--- config.mk ---
export PLATFORM = sky130hd
export DESIGN_NAME = cell_frame_sequencer
export DESIGN_NICKNAME = d
export VERILOG_FILES = /design/src/rtl/cell_frame_sequencer.sv
export SDC_FILE = /design/constraint.sdc
export NUM_CORES = 1
export LEC_CHECK = 0
export ABC_AREA = 1
export CELL_PAD_IN_SITES_DETAIL_PLACEMENT = 1
export CELL_PAD_IN_SITES_GLOBAL_PLACEMENT = 2
export CORE_MARGIN = 1
export CORE_UTILIZATION = 26
export CTS_BUF_LIST = sky130_fd_sc_hd__clkbuf_2
export CTS_CLUSTER_SIZE = 16
export DETAILED_ROUTE_END_ITERATION = 16
export PLACE_DENSITY = 0.92
export SYNTH_ARGS = -nofsm -noshare
export SYNTH_HDL_FRONTEND = slang
export SYNTH_SLANG_ARGS = --single-unit
export TNS_END_PERCENT = 100
--- constraint.sdc ---
create_clock -name clock -period 1.46 [get_ports clock]
set_input_delay 0.365 -clock clock [delete_from_list [all_inputs] [get_ports clock]]
set_output_delay 0.365 -clock clock [all_outputs]
set_load 0.02 [all_outputs]
--- src/rtl/cell_frame_sequencer.sv ---
// Walks every cell of a WIDTH x HEIGHT grid once per accepted frame_start,
// fetching each cell's color from a source and writing it to a matrix display.
module cell_frame_sequencer #(
    parameter int WIDTH    = 20,
    parameter int HEIGHT   = 15,
    parameter int B_WIDTH  = 5,
    parameter int B_HEIGHT = 4,
    parameter int B_VGA    = 4
) (
    input  logic                  clock,
    input  logic                  reset,
    input  logic                  enable,
    input  logic                  frame_start,
    output logic                  px_req,
    output logic [B_WIDTH-1:0]    req_x,
    output logic [B_HEIGHT-1:0]   req_y,
    input  logic                  px_valid,
    input  logic [3*B_VGA-1:0]    px_rgb,
    output logic [3*B_VGA-1:0]    cell_rgb,
    output logic [B_WIDTH-1:0]    cell_x,
    output logic [B_HEIGHT-1:0]   cell_y,
    output logic                  cell_en,
    output logic                  update,
    output logic                  busy,
    output logic [7:0]            overrun_count
);

    localparam logic [B_WIDTH-1:0]  LAST_X = B_WIDTH'(WIDTH - 1);
    localparam logic [B_HEIGHT-1:0] LAST_Y = B_HEIGHT'(HEIGHT - 1);

    typedef enum logic [1:0] {
        S_IDLE,
        S_REQ,
        S_WRITE,
        S_DONE
    } state_t;

    state_t                state_q, state_d;
    logic [B_WIDTH-1:0]    x_q, x_d;
    logic [B_HEIGHT-1:0]   y_q, y_d;
    logic [B_WIDTH-1:0]    cx_q, cx_d;
    logic [B_HEIGHT-1:0]   cy_q, cy_d;
    logic [3*B_VGA-1:0]    rgb_q, rgb_d;
    logic [7:0]            ovr_q, ovr_d;

    function automatic logic [7:0] sat_inc8(input logic [7:0] v);
        if (v == 8'hFF) begin
            return v;
        end
        return v + 8'd1;
    endfunction

    always_comb begin
        state_d = state_q;
        x_d     = x_q;
        y_d     = y_q;
        cx_d    = cx_q;
        cy_d    = cy_q;
        rgb_d   = rgb_q;
        ovr_d   = ovr_q;

        unique case (state_q)
            S_IDLE: begin
                if (frame_start && enable) begin
                    x_d     = '0;
                    y_d     = '0;
                    state_d = S_REQ;
                end
            end
            S_REQ: begin
                if (px_valid) begin
                    rgb_d   = px_rgb;
                    cx_d    = x_q;
                    cy_d    = y_q;
                    state_d = S_WRITE;
                end
            end
            S_WRITE: begin
                // The last cell leaves the counters parked so they never wrap.
                if (x_q == LAST_X) begin
                    if (y_q == LAST_Y) begin
                        state_d = S_DONE;
                    end else begin
                        x_d     = '0;
                        y_d     = y_q + 1'b1;
                        state_d = S_REQ;
                    end
                end else begin
                    x_d     = x_q + 1'b1;
                    state_d = S_REQ;
                end
            end
            S_DONE: begin
                state_d = S_IDLE;
            end
            default: begin
                state_d = S_IDLE;
            end
        endcase

        // Any start request seen outside IDLE (including DONE) is an overrun.
        if (frame_start && (state_q != S_IDLE)) begin
            ovr_d = sat_inc8(ovr_q);
        end
    end

    always_ff @(posedge clock) begin
        if (reset) begin
            state_q <= S_IDLE;
            x_q     <= '0;
            y_q     <= '0;
            cx_q    <= '0;
            cy_q    <= '0;
            rgb_q   <= '0;
            ovr_q   <= '0;
        end else begin
            state_q <= state_d;
            x_q     <= x_d;
            y_q     <= y_d;
            cx_q    <= cx_d;
            cy_q    <= cy_d;
            rgb_q   <= rgb_d;
            ovr_q   <= ovr_d;
        end
    end

    assign px_req        = (state_q == S_REQ);
    assign cell_en       = (state_q == S_WRITE);
    assign update        = (state_q == S_DONE);
    assign busy          = (state_q != S_IDLE);
    assign req_x         = x_q;
    assign req_y         = y_q;
    assign cell_x        = cx_q;
    assign cell_y        = cy_q;
    assign cell_rgb      = rgb_q;
    assign overrun_count = ovr_q;

endmodule
## Word-level counts from Yosys, hierarchy flattened

Cells that the tools add are included.

| storage, ports and cells | value |
|---|---|
| input bits | 17 |
| flip-flop bits (word level) | 40 |
| RAM bits | 0 |
| ROM bits | 0 |
| memories kept | 0 |
| latch bits | 0 |

| operators by class | value |
|---|---|
| equality and inequality tests | 12 |
| multiplexer cells | 16 |
| $add $sub $neg | 3 |
| $lt $le $gt $ge | 0 |
| reductions and logical operators | 10 |
| multipliers | 0 |
| shifts and indexed selects | 0 |
| bitwise logic cells | 0 |
| div/mod/pow operators | 0 |

Operators by type and width:

| operator | number |
|---|---|
| $mux 5 | 3 |
| $mux 4 | 3 |
| $pmux 5 s2 | 1 |
| $add 8x1->8 const B | 1 |
| $eq 8x8->1 const B | 1 |
| $mux 2 | 4 |
| $mux 8 | 1 |
| $pmux 2 s4 | 1 |
| $pmux 4 s2 | 1 |
| $ne 2x2->1 const B | 3 |
| $reduce_and 2->1 | 3 |
| $add 5x1->5 const B | 1 |
| $eq 5x5->1 const B | 1 |
| $add 4x1->4 const B | 1 |
| $eq 2x2->1 const B | 2 |
| $eq 4x4->1 const B | 1 |
| $ne 2x1->1 const B | 2 |
| $reduce_and 4->1 | 1 |
| $reduce_bool 2->1 | 2 |
| $ne 3x3->1 const B | 1 |
| $reduce_and 3->1 | 1 |
| $eq 2x1->1 const B | 1 |
| $logic_and 1x1->1 | 2 |
| $logic_not 2->1 | 1 |
| $mux 1 | 2 |

## Longest topological paths before layout

| depth | value |
|---|---|
| depth in word-level cells | 5 |
| gate-level depth with buffers | 9 |
| gate-level depth less buffers | 9 |

## Worst setup path after synthesis

OpenSTA, ideal clock, no wires.

| timing path | value |
|---|---|
| path type | register to register |
| start point | register ovr_q[1], in the netlist overrun_count[1] |
| end point | register ovr_q[7], in the netlist overrun_count[7] |
| cell stages (with the launch flop) | 9 |
| setup slack | 0.041 ns |
| data required time | 1.347 ns |
| arrival | 1.306 ns |
| buffers on the path | 0 |
| cells stage by stage | dfxtp_1 -> ha_1 -> nand2_1 -> nor2_1 -> nand2_1 -> nand2_4 -> nor2_1 -> nor2_1 -> nor2_1 |

| on the way | value |
|---|---|
| word-level cells in the longest chain between the ends | 5 |

RTL lines:

| element | line | source |
|---|---|---|
| from (decl) | 44 | `logic [7:0] ovr_q, ovr_d;` |
| from (signal assigned) | 123 | `ovr_q <= ovr_d;` |
| $eq 8x8->1 | 47 | `if (v == 8'hFF) begin` |
| $mux 1 | 47 |  |
| $mux 1 | 102 | `if (frame_start && (state_q != S_IDLE)) begin` |
| $ne 2x2->1 (no source line) | - |  |
| $reduce_and 2->1 (no source line) | - |  |

Several ways; a longest one is shown, not always the timed one. The select of a mux whose other input is x is not followed.
A chain may end at the register's enable or synchronous reset.

## Worst setup path in the final report

| timing path | value |
|---|---|
| start point | register state_q[1] |
| end point | output port cell_en |

| on the way | value |
|---|---|
| word-level cells in the longest chain between the ends | 1 |

RTL lines:

| element | line | source |
|---|---|---|
| from (decl) | 38 | `state_t state_q, state_d;` |
| from (signal assigned) | 117 | `state_q <= state_d;` |
| $eq 2x2->1 | 128 | `assign cell_en = (state_q == S_WRITE);` |
| to (decl) | 22 | `output logic cell_en,` |

No other way between the ends.

==> insert_results.sql <==
INSERT INTO impl_metrics (metric_group, metric, value, unit) VALUES
('synth', 'top_flip_flop_cell_by_instance_count_after_synthesis', 'sky130_fd_sc_hd__dfxtp_1', ''),
('job', 'max-cap-violations', '0', ''),
('cells_and_area', 'nets', '375', ''),
('drt', 'avgViaCountPerCell', '4.491', ''),
('sta', 'setup_violations', '3', ''),
('critical_path', 'worstPathBufferInverterCount', '3', ''),
('synth', 'synthesis.nets', '281', ''),
('global_route', 'largest_net_degree_at_the_start_of_global_routing', '24', ''),
('critical_path', 'path_max_fanout', '4', ''),
('cts', 'cts.clk_slew.worst_paths', '210', 'ps'),
('sta', 'tightestPinTransition', '312.1', 'ps'),
('drt', 'first_iter_violations', '98', ''),
('place', 'portBuffers', '58', ''),
('drt', 'route.antenna.remaining_nets', '0', ''),
('critical_path', 'cp.required', '1100', 'ps'),
('power_and_ir_drop', 'power_leakage', '0.001285', 'uW'),
('cells_and_area', 'drive_gt1_frac', '0.4141', ''),
('critical_path', 'sequence_of_cells_on_the_critical_path', 'buf_6 -> nand2_4 -> inv_4 -> buf_6', ''),
('synth', 'synthCells', '260', ''),
('drt', 'num_vias', '2039', ''),
('synth', 'yosys_register_bits', '40', ''),
('sta', 'timing.final.max_slew_violations', '0', ''),
('die', 'core_area', '7214', 'um2'),
('global_route', 'gr-usage-met2', '0.2840', ''),
('die', 'pin_count', '59', ''),
('die', 'initial_utilization', '0.2669', ''),
('global_route', 'antenna_found_initial', '0', ''),
('global_route', 'track_usage', '0.1581', ''),
('critical_path', 'end_kind', 'output pin', ''),
('synth', 'yosysWarningCount', '0', ''),
('run_status', 'status', 'finished with violations', ''),
('sta', 'fmax', '659.1', 'MHz'),
('sta', 'setup-tns-final', '-124.0', 'ps'),
('place', 'place_congestion', '0.7556', ''),
('synth', 'mappedNetlistArea', '1926', 'um2'),
('global_route', 'grt_overflow_total', '0', ''),
('cts', 'cts-root-to-sink-buffers', '2', ''),
('drt', 'drc', '0', ''),
('die', 'fp.dieArea', '7755', 'um2'),
('global_route', 'via_count_of_the_first_global_routing_pass', '1997', ''),
('sta', 'grt_setup_unrepaired', 'true', ''),
('critical_path', 'startpoint_type', 'register', ''),
('sta', 'worst_slack', '-57.28', 'ps'),
('global_route', 'use_met1', '0.1958', ''),
('cts', 'insertion_delay', '410', 'ps'),
('die', 'rows', '31', ''),
('cts', 'tritoncts_clock_tree', 'yes', ''),
('synth', 'synth_area_per_cell', '7.406', 'um2'),
('synth', 'netlist_top_cells_area', 'sky130_fd_sc_hd__dfxtp_1 42%, sky130_fd_sc_hd__nand2_1 12%, sky130_fd_sc_hd__nand3_1 9.4%', ''),
('run_status', 'violated_checks', 'setup timing', ''),
('synth', 'ys_top_cells_by_count', '59 x sky130_fd_sc_hd__nand2_1, 40 x sky130_fd_sc_hd__dfxtp_1, 36 x sky130_fd_sc_hd__nand3_1, 33 x sky130_fd_sc_hd__a21oi_1, 22 x sky130_fd_sc_hd__inv_1', ''),
('cts', 'clock_sinks', '40', ''),
('cells_and_area', 'layout-area-overhead-vs-synth', '50.10', '%'),
('cells_and_area', 'finalCoreUtilization', '0.4006', ''),
('critical_path', 'cpPeakStageDelay', '410', 'ps'),
('cells_and_area', 'n_antenna_cell', '0', ''),
('critical_path', 'worst-setup-path-type', 'register to output pin', ''),
('synth', 'synth.most_common_cell', 'sky130_fd_sc_hd__nand2_1', ''),
('cts', 'numCtsBuffers', '5', ''),
('critical_path', 'critPathMostFrequentCell', 'sky130_fd_sc_hd__buf_6', ''),
('power_and_ir_drop', 'p_per_area', '803.6', 'nW/um2'),
('sta', 'slew_headroom', '0.7917', ''),
('critical_path', 'timing.critical_path.arrival', '1150', 'ps'),
('synth', 'proportion_of_netlist_area_held_by_the_largest_area_contributor', '0.4159', ''),
('sta', 'final-hold-violation-count', '0', ''),
('drt', 'drt_pre_antenna_iters', '6', ''),
('power_and_ir_drop', 'worst_ir_drop_vdd', '0.0003068', 'V'),
('synth', 'synth_cell_type_count', '27', ''),
('cts', 'cts_hold_buf', '0', ''),
('critical_path', 'critPathTopFamily', 'flip-flops', ''),
('place', 'post-dp-hpwl', '4.412', 'mm');
==> cell families after synthesis <==
group	after synthesis	share of synthesized area
buffers and inverters	36	0.07667
xor gates and xnor gates	4	0.01819
DFF	40	0.4159
and+or+nand+nor	136	0.3476
AOI/OAI and AO/OA	40	0.1157
adders and majority gates	4	0.02599
==> layer usage <==
layer  vias to the layer above  part of all wire
met1                       959              0.44
li1                       1029                 -
met5                         -                 0
met2                        44              0.51
met3                         7             0.041
met4                         0            0.0093
==> tightest hold or removal path, cell delays in order (launching register included) <==
cell and delay (ps):
sky130_fd_sc_hd__dfxtp_2 360, sky130_fd_sc_hd__nand2_1 50, sky130_fd_sc_hd__a21oi_1 50
==> placed cells by master (no fill, tap or decap), types with 2 or more instances in the layout <==
cell type,count
sky130_fd_sc_hd__inv_1,20
sky130_fd_sc_hd__dfxtp_2,27
sky130_fd_sc_hd__nor2_4,5
sky130_fd_sc_hd__o21ai_1,3
sky130_fd_sc_hd__clkdlybuf4s50_1,16
sky130_fd_sc_hd__nand4_1,3
sky130_fd_sc_hd__clkbuf_2,15
sky130_fd_sc_hd__xor2_1,4
sky130_fd_sc_hd__inv_4,2
sky130_fd_sc_hd__nand3_1,36
sky130_fd_sc_hd__dfxtp_4,4
sky130_fd_sc_hd__buf_4,37
sky130_fd_sc_hd__inv_2,4
sky130_fd_sc_hd__a21oi_1,33
sky130_fd_sc_hd__nand2_1,58
sky130_fd_sc_hd__dfxtp_1,9
sky130_fd_sc_hd__nand2_2,3
sky130_fd_sc_hd__buf_2,20
sky130_fd_sc_hd__a21oi_2,3
sky130_fd_sc_hd__ha_1,4
sky130_fd_sc_hd__nor2_1,20
sky130_fd_sc_hd__clkdlybuf4s15_2,9
sky130_fd_sc_hd__nand2_4,6
sky130_fd_sc_hd__buf_6,6
==> where the power goes <==
part | internal (uW) | switching [uW] | total, uW
logic | 209 | 269 | 477
clock network | 295 | 395 | 689
registers | 1130 | 29.7 | 1160
==> cell type report <==
class	count	area, um2
Sequential cell	40	849.6
Multi-Input combinational cell	184	997.2
Timing Repair Buffer	97	752.0
Tap cell	99	123.9
Fill cell	943	4324
Clock buffer	6	30.03
Clock inverter	2	35.03
Inverter	26	102.6
==> registers in the layout (all words and copies together) (netlist names) <==
signal         count
overrun_count      8
cell_x             5
state_q            2
cell_rgb          12
req_y              4
req_x              5
cell_y             4
==> metrics by stage <==
stage,area [um2],cells,hold WS [ps],worst slack (ps)
after detailed placement,2808,437,453.4,-218.2
final,2890,454,471.8,-57.28
after floorplan,1926,260,529.4,41.47
after CTS,2960,448,479.2,-73.59
after global placement,2808,437,446.8,-179.1
after global routing,2890,454,474.7,-122.7
==> final timing paths <==
check	from	endpoint	slack, ps	cells past startpoint
min	cell_y[3]	cell_y[3]	470	2
min reg2reg	cell_y[3]	cell_y[3]	470	2
max reg2reg	overrun_count[0]	overrun_count[4]	100	8
max	state_q[1]	cell_en	-60	4
==> timing repair <==
| item | 4_1_cts | 5_1_grt |
|---|---|---|
| pin swaps | 2 | 1 |
| resized for setup | 147 | 56 |
| buffers inserted | 3 | 6 |
| setup endpoints to repair | 49 | 63 |
Power figures use the tool's default switching activity.
